==> config.mk <==
export PLATFORM = sky130hd
export DESIGN_NAME = jt12_prescaler
export DESIGN_NICKNAME = d
export VERILOG_FILES = /design/src/rtl/jt12_pkg.sv /design/src/rtl/jt12_cen_gen.sv /design/src/rtl/jt12_prescaler.sv
export SDC_FILE = /design/constraint.sdc
export NUM_CORES = 1
export LEC_CHECK = 0
export ABC_CLOCK_PERIOD_IN_PS = 2600
export BUFFER_PORTS_ARGS = -buffer_cell sky130_fd_sc_hd__buf_2
export CAP_MARGIN = 10
export CORE_UTILIZATION = 54
export DETAILED_ROUTE_END_ITERATION = 7
export PLACE_DENSITY = 0.77
export SYNTH_ARGS = -nofsm -noshare
export SYNTH_HDL_FRONTEND = slang
export SYNTH_HIERARCHICAL = 1
export SYNTH_SLANG_ARGS = --single-unit
==> constraint.sdc <==
create_clock -name clk -period 2.6 [get_ports clk]
set_input_delay 0.39 -clock clk [delete_from_list [all_inputs] [get_ports clk]]
set_output_delay 0.39 -clock clk [all_outputs]
set_load 0.01 [all_outputs]
==> src/rtl/jt12_pkg.sv <==
// Shared definitions for the JT12 prescaler: register addresses, ratio codes
// and the code-to-length helpers used by the decode and the divider.
package jt12_pkg;

    localparam logic [7:0] REG_PRE6 = 8'h2D;
    localparam logic [7:0] REG_PRE3 = 8'h2E;
    localparam logic [7:0] REG_PRE2 = 8'h2F;

    typedef enum logic [1:0] {
        DIV6 = 2'd0,
        DIV3 = 2'd1,
        DIV2 = 2'd2
    } div_t;

    function automatic logic [2:0] div_len(input div_t d);
        case (d)
            DIV3:    return 3'd3;
            DIV2:    return 3'd2;
            default: return 3'd6;
        endcase
    endfunction

    // Maps an integer ratio parameter onto its code; unknown values fall back to /6.
    function automatic div_t div_code(input int n);
        case (n)
            3:       return DIV3;
            2:       return DIV2;
            default: return DIV6;
        endcase
    endfunction

endpackage

==> src/rtl/jt12_cen_gen.sv <==
// Master-clock enable generator: modulo-N counter, wrap-time ratio load, cen
// and the cen-synchronised internal reset. JT12_FIXED_DIV_EN pins the ratio.
module jt12_cen_gen
    import jt12_pkg::*;
#(
    parameter int DEF_DIV = 6
) (
    input  logic clk,
    input  logic rst,
    input  logic req_valid,
    input  div_t req_sel,
    output logic cen,
    output div_t div_sel,
    output logic rst_int
);

    localparam div_t DIV_RST = div_code(DEF_DIV);

    logic [2:0] cnt_q, cnt_d;
    logic       cen_q, cen_d;
    div_t       div_sel_q, div_sel_d;
    logic       rst_aux_q, rst_aux_d;
    logic       rst_int_q, rst_int_d;
    logic       wrap;

`ifndef JT12_FIXED_DIV_EN
    div_t pend_sel_q, pend_sel_d;
    logic pend_valid_q, pend_valid_d;
`else
    logic unused_req;
    assign unused_req = req_valid ^ (^req_sel);
`endif

    always_comb begin
        // >= keeps the counter self-correcting should it ever exceed N-1
        wrap      = (cnt_q >= (div_len(div_sel_q) - 3'd1));
        cnt_d     = wrap ? 3'd0 : cnt_q + 3'd1;
        cen_d     = wrap;
        rst_aux_d = cen_q ? 1'b0 : rst_aux_q;
        rst_int_d = cen_q ? rst_aux_q : rst_int_q;
`ifdef JT12_FIXED_DIV_EN
        div_sel_d = DIV_RST;
`else
        div_sel_d    = div_sel_q;
        pend_sel_d   = pend_sel_q;
        pend_valid_d = pend_valid_q;
        if (wrap && pend_valid_q) begin
            div_sel_d    = pend_sel_q;
            pend_valid_d = 1'b0;
        end
        // A request landing on the wrap edge survives for the following wrap
        if (req_valid) begin
            pend_sel_d   = req_sel;
            pend_valid_d = 1'b1;
        end
`endif
    end

    always_ff @(posedge clk or posedge rst) begin
        if (rst) begin
            cnt_q     <= 3'd0;
            cen_q     <= 1'b0;
            div_sel_q <= DIV_RST;
            rst_aux_q <= 1'b1;
            rst_int_q <= 1'b1;
        end else begin
            cnt_q     <= cnt_d;
            cen_q     <= cen_d;
            div_sel_q <= div_sel_d;
            rst_aux_q <= rst_aux_d;
            rst_int_q <= rst_int_d;
        end
    end

`ifndef JT12_FIXED_DIV_EN
    always_ff @(posedge clk or posedge rst) begin
        if (rst) begin
            pend_sel_q   <= DIV_RST;
            pend_valid_q <= 1'b0;
        end else begin
            pend_sel_q   <= pend_sel_d;
            pend_valid_q <= pend_valid_d;
        end
    end
`endif

    assign cen     = cen_q;
    assign div_sel = div_sel_q;
    assign rst_int = rst_int_q;

endmodule

==> src/rtl/jt12_prescaler.sv <==
// CPU-side prescaler control: port A address latch, 0x2D/0x2E/0x2F decode and
// set_n* pulses; ratio switching lives in jt12_cen_gen (see JT12_FIXED_DIV_EN).
module jt12_prescaler
    import jt12_pkg::*;
#(
    parameter int DEF_DIV = 6
) (
    input  logic       clk,
    input  logic       rst,
    input  logic       cpu_wr,
    input  logic [1:0] cpu_addr,
    input  logic [7:0] cpu_din,
    output logic       set_n6,
    output logic       set_n3,
    output logic       set_n2,
    output logic       cen,
    output logic [1:0] div_sel,
    output logic       rst_int
);

    logic [7:0] addr_a_q, addr_a_d;
    logic       set_n6_q, set_n6_d;
    logic       set_n3_q, set_n3_d;
    logic       set_n2_q, set_n2_d;
    logic       data_wr_a;
    logic       req_valid;
    div_t       req_sel;
    div_t       div_sel_w;

    always_comb begin
        addr_a_d = addr_a_q;
        if (cpu_wr) begin
            case (cpu_addr)
                2'b00:   addr_a_d = cpu_din;
                // Port B addressing hides port A until it is re-addressed
                2'b10:   addr_a_d = 8'h00;
                default: addr_a_d = addr_a_q;
            endcase
        end

        data_wr_a = cpu_wr && (cpu_addr == 2'b01);
        set_n6_d  = data_wr_a && (addr_a_q == REG_PRE6);
        set_n3_d  = data_wr_a && (addr_a_q == REG_PRE3);
        set_n2_d  = data_wr_a && (addr_a_q == REG_PRE2);

        req_valid = set_n6_d | set_n3_d | set_n2_d;
        if (set_n3_d)      req_sel = DIV3;
        else if (set_n2_d) req_sel = DIV2;
        else               req_sel = DIV6;
    end

    always_ff @(posedge clk or posedge rst) begin
        if (rst) begin
            addr_a_q <= 8'h00;
            set_n6_q <= 1'b0;
            set_n3_q <= 1'b0;
            set_n2_q <= 1'b0;
        end else begin
            addr_a_q <= addr_a_d;
            set_n6_q <= set_n6_d;
            set_n3_q <= set_n3_d;
            set_n2_q <= set_n2_d;
        end
    end

    jt12_cen_gen #(
        .DEF_DIV (DEF_DIV)
    ) u_cen_gen (
        .clk       (clk),
        .rst       (rst),
        .req_valid (req_valid),
        .req_sel   (req_sel),
        .cen       (cen),
        .div_sel   (div_sel_w),
        .rst_int   (rst_int)
    );

    assign set_n6  = set_n6_q;
    assign set_n3  = set_n3_q;
    assign set_n2  = set_n2_q;
    assign div_sel = div_sel_w;

endmodule

== Word level (Yosys, flattened, before mapping) ==
Index checks and enable logic that the tools add are counted.

* Reduce and logical (&&, ||, !) cells: 9
* Order comparisons: 1
* Equal/unequal tests: 7
* Bitwise gates (word level): 2
* Muxes and demuxes: 7
* Add/subtract/negate cells: 2

{| class="wikitable"
|+ Operators with widths
! operator !! count
|-
| == test 8 x 6 -> 1 bit (second input constant) || 3
|-
| one-hot mux 8 bit (2 select lines) || 1
|-
| one-hot mux 3 bit (2 select lines) || 1
|-
| logical AND 1 bit || 5
|-
| == test 2 x 1 -> 1 bit (second input constant) || 2
|-
| == test 2 bit (second input constant) || 2
|-
| 2-to-1 mux 2 bit || 2
|-
| nonzero test 2 bit || 2
|-
| adder 3 x 1 -> 3 bit (second input constant) || 1
|-
| >= comparator 3 bit || 1
|-
| 2-to-1 mux 3 bit || 1
|-
| subtractor 3 x 1 -> 3 bit (second input constant) || 1
|-
| zero test 2 bit || 1
|-
| 2-to-1 mux 1 bit || 2
|-
| bitwise OR 1 bit || 2
|-
| AND reduction 2 bit || 1
|}

* Flip-flop bits (word level): 22
* Logic and storage cells: 39
* Input port bits: 13

== Depth between registers and ports, before layout ==
Gate-level depths: netlist of run 1.

* Depth after elaboration: 7
* Gate-level depth with buffers: 8
* Gate-level depth less buffers: 8

== Cells and area by module ==
Netlist of run 1, hierarchy kept.

{| class="wikitable"
|+ Modules (own cells, without submodules)
! module !! cells each !! times used !! area an instance (um^2)
|-
| jt12_cen_gen || 49 || 1 || 555.5
|-
| jt12_prescaler || 50 || 1 || 486.7
|}

== Worst setup path after synthesis of run 1 ==
OpenSTA, ideal clock, no wires.

* Kind: reg-to-reg
* Start: reg u_cen_gen.div_sel_q[1] (netlist: u_cen_gen/div_sel[1])
* End: reg u_cen_gen.pend_valid_q
* Clock period less this slack: 1,615 ps
* Stages on the path, launching flop included: 8
* Data required time: 2,482 ps
* Path buffers: 0
* Setup time: 118 ps
* Setup slack: 985 ps
* Arrival: 1,497 ps
* Cell sequence: dfrtp_1 > inv_1 > ha_1 > inv_1 > ha_1 > nand2_1 > o21a_4 > a21o_1

* Word-level cells in the longest chain between the ends: 6
* Elaborated cells on any way between the ends: 7
* Those cells by class: add/sub (1); order compare (1); eq/ne (2); mux (1); reduce/logical (2)

{| class="wikitable"
|+ RTL lines
! element !! RTL line !! text
|-
| start: declaration || jt12_cen_gen.sv:21 || <nowiki>div_t div_sel_q, div_sel_d;</nowiki>
|-
| start signal: assignment || jt12_cen_gen.sv:69 || <nowiki>div_sel_q <= div_sel_d;</nowiki>
|-
| == test 2 bit or == test 2 x 1 -> 1 bit (tied branches) || jt12_pkg.sv:16 || <nowiki>case (d)</nowiki>
|-
| one-hot mux 3 bit (2 select lines) (*) || jt12_pkg.sv:16 ||
|-
| subtractor 3 x 1 -> 3 bit (*) || jt12_cen_gen.sv:36 || <nowiki>wrap = (cnt_q >= (div_len(div_sel_q) - 3'd1));</nowiki>
|-
| >= comparator 3 bit (*) || jt12_cen_gen.sv:36 ||
|-
| logical AND 1 bit (*) || jt12_cen_gen.sv:47 || <nowiki>if (wrap && pend_valid_q) begin</nowiki>
|-
| nonzero test 2 bit (no source line) (*) || - ||
|-
| end signal: assignment || jt12_cen_gen.sv:82 || <nowiki>pend_valid_q <= pend_valid_d;</nowiki>
|-
| end: declaration || jt12_cen_gen.sv:28 || <nowiki>logic pend_valid_q, pend_valid_d;</nowiki>
|}

Mark *: on every way between the ends. The rest lies on a longest branch, timed or not.
A chain may end at the register's enable or synchronous reset.

== Final worst setup path of run 1 ==
Ends and elaborated chain as after synthesis.

==> flow_summary.ini, run 1 <==
[drt]
via_count = 767
route.detailed.drc = 0
viasPerCell = 5.25
wl_per_cell_um = 11.1
drtAntennaViolNets = 0
dr.pass1.iters = 4
dr.first_iter.drc_count = 19
wl_mm = 1.62

[job]
maxCapViolCount = 0

[yosys]
yosysWarnings = 6
async_reset_ff_share_pct = 100
postSynthAreaPerCell_um2 = 10.5
ys_ff_latch = 22
synthDistinctLibCells = 27
synth_edf_count = 0
syn_area_um2 = 1040
synth_fp_nets = 117
synth_seq_area_share_pct = 53.1
ys.flop_type = dfrtp_1
synthCells = 99

[grt]
antenna_found_initial = 0
grt_usage_pct = 20.4
grt_pass1_wl_mm = 2.97
use_met2_pct = 36.3
top_usage_layer = met2
met1_usage_pct = 23.5
grt_max_degree = 17
grt_pass1_vias = 716
use_met3_pct = 4.76
grt.overflow.total = 0

[clocking]
cts_hold_buf = 0
clockBufferDepth = 2
cts_made_buffers = 3
clkSinkCount = 22
cts_tree = done
insertion_delay_ns = 0.30
ctsResizeCount = 0
cts-root-buf = clkbuf_4
cts-htree-levels = 1
clk_pin_slew_ns = 0.12
post_cts_buffers = 0

[worst_setup_path]
endpoint = u_cen_gen/pend_valid_q
reg2regPathDepth = 7
crit_path_max_fanout = 5
cp-startpoint = u_cen_gen/div_sel[1]
cp.required_ns = 2.79
crit_path_start_kind = flip-flop
crit_path_end_kind = flip-flop
r2r_end = u_cen_gen/pend_valid_q
crit_type = reg2reg
cp.arrival_ns = 1.85
rr_startpoint = u_cen_gen/div_sel[1]
rrSetupSlack_ns = 0.94

[timing]
layout_min_cycle_time_ns = 1.66
setup_tns_ns = 0
finalSetupViolations = 0
min_period_over_period_pct = 64.0
rsz0062_at_grt = false
hold_ws_ns = 0.0604
max_freq_mhz = 601
worst_pin_slew_ns = 0.465
fin_worst_skew_ns = 0.0107
final_max_slew_viol_count = 0
hold_viol_final = 0
slew_headroom_pct = 69.0

[floorplan]
core-area_um2 = 1760
dieArea_um2 = 2110
fp.dieH_um = 45.9
pin_count = 20
start_util_pct = 59.1
fp.dieW_um = 45.9
rows = 15

[power]
p_leak_uw = 0.000608
power_density_nw_per_um2 = 486
ir_worst_vdd_mv = 0.367
p_total_uw = 582

[placed_design]
port-buffer-count = 19
dp_hpwl_mm = 1.34
gp_congestion = 0.768

[layout]
final_nets = 140
diodes = 0
syn_to_final_growth_pct = 14.9
final_common_cell = dfrtp_1
drive_above_1_share_pct = 28.1
fill_cells = 171
final_cell_mix = dfrtp_1 (20), buf_2 (19), nand2_1 (11)

[min_path]
hold_path_class = in2async

[run_status]
run_status = completed
-- logic make-up after synthesis --
kind of cell	share of synthesized area, %
muxes	3.24
AOI/OAI and AO/OA	11.5
DFF	53.1
buffers and inverters	3.96
xor gates and xnor gates	0.840
adders and majority gates	6.00
and+or+nand+nor	21.4
-- worst min-delay path by stage --
stage	startpoint	endpoint	slack, ns
4_1_cts	rst	u_cen_gen/cnt_q[2]	0.08
2_1_floorplan	rst	u_cen_gen/cen	0.24
3_3_place_gp	rst	u_cen_gen/cnt_q[2]	0.40
6_report	rst	u_cen_gen/cnt_q[2]	0.06
3_5_place_dp	rst	u_cen_gen/cnt_q[2]	0.41
5_1_grt	rst	u_cen_gen/div_sel[0]	0.11
-- state kept, by name, summed over array words and instances, names as in the netlist, 2 cells and up --
register	count
u_cen_gen/div_sel	2
u_cen_gen/pend_sel_q	2
addr_a_q	8
u_cen_gen/cnt_q	3
-- through the flow --
stage	util [%]	worst slack, ns	std cells	instance area (um2)
floorplan	-	0.985	99	1040
global placement	65.8	0.964	142	1160
finish	67.9	0.936	146	1200
global route	67.9	0.844	146	1200
detailed placement	65.8	0.901	142	1160
CTS	67.9	0.926	146	1200
-- critical path, stage by stage, from the launching register on --
cell and delay, ns:
dfrtp_1 0.41, inv_1 0.06, ha_1 0.27, inv_1 0.04, ha_1 0.32, nand2_1 0.07, o21a_4 0.22, a21o_1 0.17
-- report_power, final --
part / internal (uW) / switching, uW
logic: 17.4 / 21.8
registers: 355 / 10.8
clock network: 85.3 / 92.0
total: 458 / 125
-- cell type report --
| class | instances | area (um2) | share of cell area (%) |
|---|---|---|---|
| Clock buffer | 4 | 36.3 | 3.03 |
| Inverter | 9 | 33.8 | 2.82 |
| Multi-Input combinational cell | 67 | 448 | 37.4 |
| Sequential cell | 22 | 553 | 46.2 |
| Tap cell | 25 | 31.3 | 2.61 |
| Timing Repair Buffer | 19 | 95.1 | 7.94 |
-- per-layer routing --
layer,part of all wire (%),vias to the layer above
li1,-,377
met5,0,-
met3,4.1,6
met1,42,365
met2,52,19
met4,2.3,0
-- synth_stat cells (3+ instances only) --
cell type	instances	share of area, %
nand2b_1	9	5.4
o21ai_0	9	4.3
ha_1	5	6.0
mux2_2	3	3.2
dfrtp_1	20	48
inv_1	8	2.9
nor3_1	5	2.4
nand2_1	11	4.0
nor2_1	5	1.8
Note: power is estimated with default switching activity, not from simulation.
==> run 2: changes to the inputs <==
--- a/config.mk
+++ b/config.mk
@@ -5,12 +5,12 @@
 export SDC_FILE = /design/constraint.sdc
 export NUM_CORES = 1
 export LEC_CHECK = 0
-export ABC_CLOCK_PERIOD_IN_PS = 2600
+export ABC_CLOCK_PERIOD_IN_PS = 1400
 export BUFFER_PORTS_ARGS = -buffer_cell sky130_fd_sc_hd__buf_2
 export CAP_MARGIN = 10
-export CORE_UTILIZATION = 54
+export CORE_UTILIZATION = 48
 export DETAILED_ROUTE_END_ITERATION = 7
-export PLACE_DENSITY = 0.77
+export PLACE_DENSITY = 0.73
 export SYNTH_ARGS = -nofsm -noshare
 export SYNTH_HDL_FRONTEND = slang
 export SYNTH_HIERARCHICAL = 1
==> constraint.sdc (replaced) <==
create_clock -name clk -period 1.4 [get_ports clk]
set_input_delay 0.21 -clock clk [delete_from_list [all_inputs] [get_ports clk]]
set_output_delay 0.21 -clock clk [all_outputs]
set_load 0.01 [all_outputs]
==> flow_summary.ini, run 2 (synthesis results as in run 1) <==
[run_status]
run_status = finished, violations left
violations = negative setup slack

[layout]
final_common_cell = dfrtp_1
fin_util_pct = 67.6
diodes = 0
syn_to_final_growth_pct = 29.8
final_nets = 149
ff_latch_area_um2 = 553
regMostFlops = addr_a_q
drive_above_1_share_pct = 40.8
stdcell_count = 157
top_regs = addr_a_q: 8 flops, u_cen_gen/cnt_q: 3 flops
fill_cells = 176
final_cell_mix = dfrtp_1 (20), buf_2 (19), nand2_1 (10)
largest_reg_flops = 8
multiInputGateArea_um2 = 531

[worst_setup_path]
reg2regPathDepth = 6
crit_path_end_kind = flip-flop
crit_path_max_fanout = 5
rrSetupSlack_ns = -0.12
cp.required_ns = 1.59
r2r_end = u_cen_gen/pend_valid_q
rr_startpoint = u_cen_gen/div_sel[0]
cp.arrival_ns = 1.72
crit_path_start_kind = flip-flop
crit_type = reg2reg

[drt]
wl_mm = 1.83
dr.first_iter.drc_count = 8
via_count = 780
drtAntennaViolNets = 0
viasPerCell = 4.97
dr.pass1.iters = 4
route.detailed.drc = 0
wl_per_cell_um = 11.6

[floorplan]
dieArea_um2 = 2360
core-area_um2 = 2000
rows = 16
fp.dieH_um = 48.6
start_util_pct = 52.1
fp.dieW_um = 48.6
pin_count = 20

[timing]
hold_viol_final = 0
setup_tns_ns = -0.541
finalSetupViolations = 7
slew_headroom_pct = 67.2
layout_setup_ws_ns = -0.123
fin_worst_skew_ns = 0.00739
final_max_slew_viol_count = 0
max_freq_mhz = 657
layout_min_cycle_time_ns = 1.52
rsz0062_at_grt = true
worst_pin_slew_ns = 0.492
min_period_over_period_pct = 109

[grt]
grt_pass1_vias = 822
grt.overflow.total = 0
grt_max_degree = 17
grt_usage_pct = 18.9
grt_pass1_wl_mm = 3.42
antenna_found_initial = 0

[placed_design]
place_inst = 150
port-buffer-count = 19
dp_hpwl_mm = 1.42
gp_congestion = 0.772

[power]
ir_worst_vdd_mv = 0.637
power_density_nw_per_um2 = 815
p_leak_uw = 0.000656
p_total_uw = 1100

[clocking]
cts_tree = done
clkSinkCount = 22
cts-root-buf = clkbuf_4
clk_pin_slew_ns = 0.12
clockBufferDepth = 2
cts_made_buffers = 3
cts-htree-levels = 1
insertion_delay_ns = 0.30

[min_path]
holdPathStages = 3
hold_end = addr_a_q[3]
hp-start = cpu_din[3]
hold_path_class = in2reg

[job]
maxCapViolCount = 0
-- run 2: changes by cell type in the layout (fill, tap and decap cells not counted), sizes merged --
cell,delta
buf,+8
dlygate4sd3,+1
-- run 2: through the flow --
stage          hold WS [ns]  area (um2)  setup WS [ns]
2_1_floorplan        0.0610        1070         -0.176
3_3_place_gp          0.218        1230        -0.0862
3_5_place_dp          0.227        1230         -0.165
4_1_cts               0.136        1330         -0.127
5_1_grt               0.145        1350         -0.172
6_report              0.142        1350         -0.123
-- run 2: what timing repair did --
action / 4_1_cts / 5_1_grt
gates resized for setup: 9 / 2
endpoints found under the hold margin: 20 / 0
pin swaps: 5 / 0
gates cloned: 0 / 0
buffers inserted: 0 / 2
hold buffers: 1 / 0
setup endpoints to repair: 9 / 9
-- run 2: critical path, cell delays in order (launching register included) --
cell,delay (ns)
dfrtp_1,0.42
ha_4,0.27
inv_2,0.04
ha_4,0.27
nand2_2,0.05
o21a_4,0.21
a21o_1,0.16
-- run 2: how the worst max path moves through the flow --
stage,start,to,slack [ns]
after floorplan,u_cen_gen/div_sel[1],u_cen_gen/pend_valid_q,-0.18
after global placement,u_cen_gen/div_sel[0],u_cen_gen/pend_valid_q,-0.09
after detailed placement,u_cen_gen/div_sel[1],u_cen_gen/div_sel[1],-0.17
after CTS,u_cen_gen/div_sel[0],u_cen_gen/pend_valid_q,-0.13
after global routing,u_cen_gen/div_sel[0],u_cen_gen/pend_valid_q,-0.17
final,u_cen_gen/div_sel[0],u_cen_gen/pend_valid_q,-0.12
-- run 2: per-layer routing --
| metal | track usage (%) | share of wire (%) | wire (um) |
|---|---|---|---|
| met5 | 0 | 0 | 0 |
| met4 | 5.88 | 0.77 | 14 |
| met3 | 2.83 | 2.8 | 51 |
| met2 | 36.4 | 53 | 974 |
| met1 | 21.1 | 43 | 784 |
-- run 2: final cells by class --
class,count,share of cell area [%]
multi-input combinational,67,39.2
inverter,9,2.50
timing repair buffer,28,12.2
clock buffer,4,2.68
tap,27,2.50
sequential,22,40.9
-- run 2: power by group --
group          switching [uW]  total, uW  internal, uW
Clock                     173        332           158
Combinational            46.4       89.4          43.0
Sequential               21.7        681           659
Total                     241       1100           861
==> run 3: changes to the inputs <==
--- a/config.mk
+++ b/config.mk
@@ -5,12 +5,12 @@
 export SDC_FILE = /design/constraint.sdc
 export NUM_CORES = 1
 export LEC_CHECK = 0
-export ABC_CLOCK_PERIOD_IN_PS = 1400
+export ABC_CLOCK_PERIOD_IN_PS = 1700
 export BUFFER_PORTS_ARGS = -buffer_cell sky130_fd_sc_hd__buf_2
 export CAP_MARGIN = 10
-export CORE_UTILIZATION = 48
+export CORE_UTILIZATION = 53
 export DETAILED_ROUTE_END_ITERATION = 7
-export PLACE_DENSITY = 0.73
+export PLACE_DENSITY = 0.76
 export SYNTH_ARGS = -nofsm -noshare
 export SYNTH_HDL_FRONTEND = slang
 export SYNTH_HIERARCHICAL = 1
==> constraint.sdc (replaced) <==
create_clock -name clk -period 1.7 [get_ports clk]
set_input_delay 0.255 -clock clk [delete_from_list [all_inputs] [get_ports clk]]
set_output_delay 0.255 -clock clk [all_outputs]
set_load 0.01 [all_outputs]
==> flow_summary.ini, run 3 (synthesis results as in run 1) <==
[power]
combPwrFrac_pct = 6.1
pwr-share-seq_pct = 55.4
intPower_uw = 810
power_frac_clock_pct = 38.5
swShare_pct = 19.7
p_total_uw = 1010
p_sw_uw = 199
power_density_nw_per_um2 = 814
p_leak_uw = 0.000630
ir_worst_vdd_mv = 0.863

[clocking]
insertion_delay_ns = 0.31
clkSinkCount = 22
cts-root-buf = clkbuf_4
cts_made_buffers = 3
cts-htree-levels = 1
clk_pin_slew_ns = 0.12
clockBufferDepth = 2
ctsResizeCount = 0
cts_tree = done

[drt]
via_count = 740
route.detailed.drc = 0
dr.pass1.iters = 3
drtAntennaViolNets = 0
viasPerCell = 4.97
wl_per_cell_um = 11.1
wl_mm = 1.66
dr.first_iter.drc_count = 8

[floorplan]
pin_count = 20
fp.dieW_um = 46.3
dieArea_um2 = 2150
fp.dieH_um = 46.3
start_util_pct = 58.5
rows = 15
core-area_um2 = 1780

[timing]
layout_min_cycle_time_ns = 1.64
slew_headroom_pct = 68.2
final_max_slew_viol_count = 0
worst_pin_slew_ns = 0.477
min_period_over_period_pct = 96.2
finalSetupViolations = 0
rsz0062_at_grt = true
hold_ws_ns = 0.174
setup_tns_ns = 0
fin_worst_skew_ns = 0.00638
hold_viol_final = 0
max_freq_mhz = 612

[layout]
top_regs = addr_a_q: 8 flops, u_cen_gen/cnt_q: 3 flops
diodes = 0
syn_to_final_growth_pct = 18.8
drive_above_1_share_pct = 29.0
largest_reg_flops = 8
postLayoutCellArea_um2 = 1240
final_common_cell = dfrtp_1
regMostFlops = addr_a_q
final_nets = 143
final_cell_mix = dfrtp_1 (20), buf_2 (19), nand2_1 (11)

[worst_setup_path]
crit_path_end_kind = flip-flop
cp.required_ns = 1.91
crit_path_max_fanout = 5
reg2regPathDepth = 6
endpoint = u_cen_gen/pend_valid_q
cp-startpoint = u_cen_gen/div_sel[0]
rrSetupSlack_ns = 0.06
r2r_end = u_cen_gen/pend_valid_q
cp.arrival_ns = 1.85
crit_path_start_kind = flip-flop
crit_type = reg2reg
rr_startpoint = u_cen_gen/div_sel[0]

[min_path]
holdPathStages = 3
hold_path_class = in2reg
hp-start = cpu_din[3]

[placed_design]
dp_hpwl_mm = 1.29
port-buffer-count = 19
placed_cell_area_um2 = 1170
gp_congestion = 0.720

[grt]
grt_max_degree = 17
grt_usage_pct = 18.6
grt_pass1_vias = 673
grt.overflow.total = 0
antenna_found_initial = 0
grt_pass1_wl_mm = 2.70

[run_status]
run_status = completed

[job]
maxCapViolCount = 0
## run 3: changes by cell type in the layout (fill, tap and decap cells not counted), sizes merged
cell and change:
clkbuf -1, buf -6, bufinv +1
## run 3: worst min path at each step
stage                     slack [ns]            end
after floorplan                 0.11  u_cen_gen/cen
after global placement          0.27    addr_a_q[2]
after detailed placement        0.27    addr_a_q[2]
after CTS                       0.17    addr_a_q[3]
after global routing            0.17    addr_a_q[3]
final                           0.17    addr_a_q[3]
## run 3: cell type report
type / instances / area [um2]
Sequential cell: 22 / 553
Fill cell: 144 / 544
Multi-Input combinational cell: 67 / 448
Timing Repair Buffer: 22 / 120
Inverter: 9 / 33.8
Tap cell: 25 / 31.3
Clock inverter: 1 / 30.0
Clock buffer: 3 / 22.5
## run 3: worst max-delay path, stage by stage (launching register included)
cell	delay, ns
dfrtp_1	0.42
ha_1	0.30
inv_1	0.05
ha_1	0.31
nand2_1	0.07
o21a_4	0.22
a21o_1	0.18
## run 3: power groups by stage
| stage | combinational, uW | clock, uW | sequential (uW) |
|---|---|---|---|
| detailed placement | 61.7 | 0 | 569 |
| CTS | 63.3 | 398 | 559 |
| floorplan | 40.2 | 0 | 565 |
| global route | 73.1 | 418 | 562 |
| finish | 61.6 | 388 | 558 |
| global placement | 59.2 | 0 | 567 |
## run 3: metrics by stage
stage	util [%]	cells	setup slack [ns]
after global placement	65.5	143	0.121
after global routing	69.5	149	-0.0132
after detailed placement	65.5	143	0.0239
after floorplan	-	99	0.0852
final	69.5	149	0.0648
after CTS	69.1	148	0.0269
## run 3: what timing repair did
item,4_1_cts,5_1_grt
hold buffers,1,0
hold endpoints to repair,20,0
setup buffers,0,1
endpoints found under the setup margin,0,6
## run 3: metal layers
metal  vias up  track usage [%]  part of all wire [%]
li1        382                -                     -
met2        15             32.8                    53
met1       339             20.5                    41
met5         -                0                     0
met4         0             8.82                   2.0
met3         4             4.71                   3.5
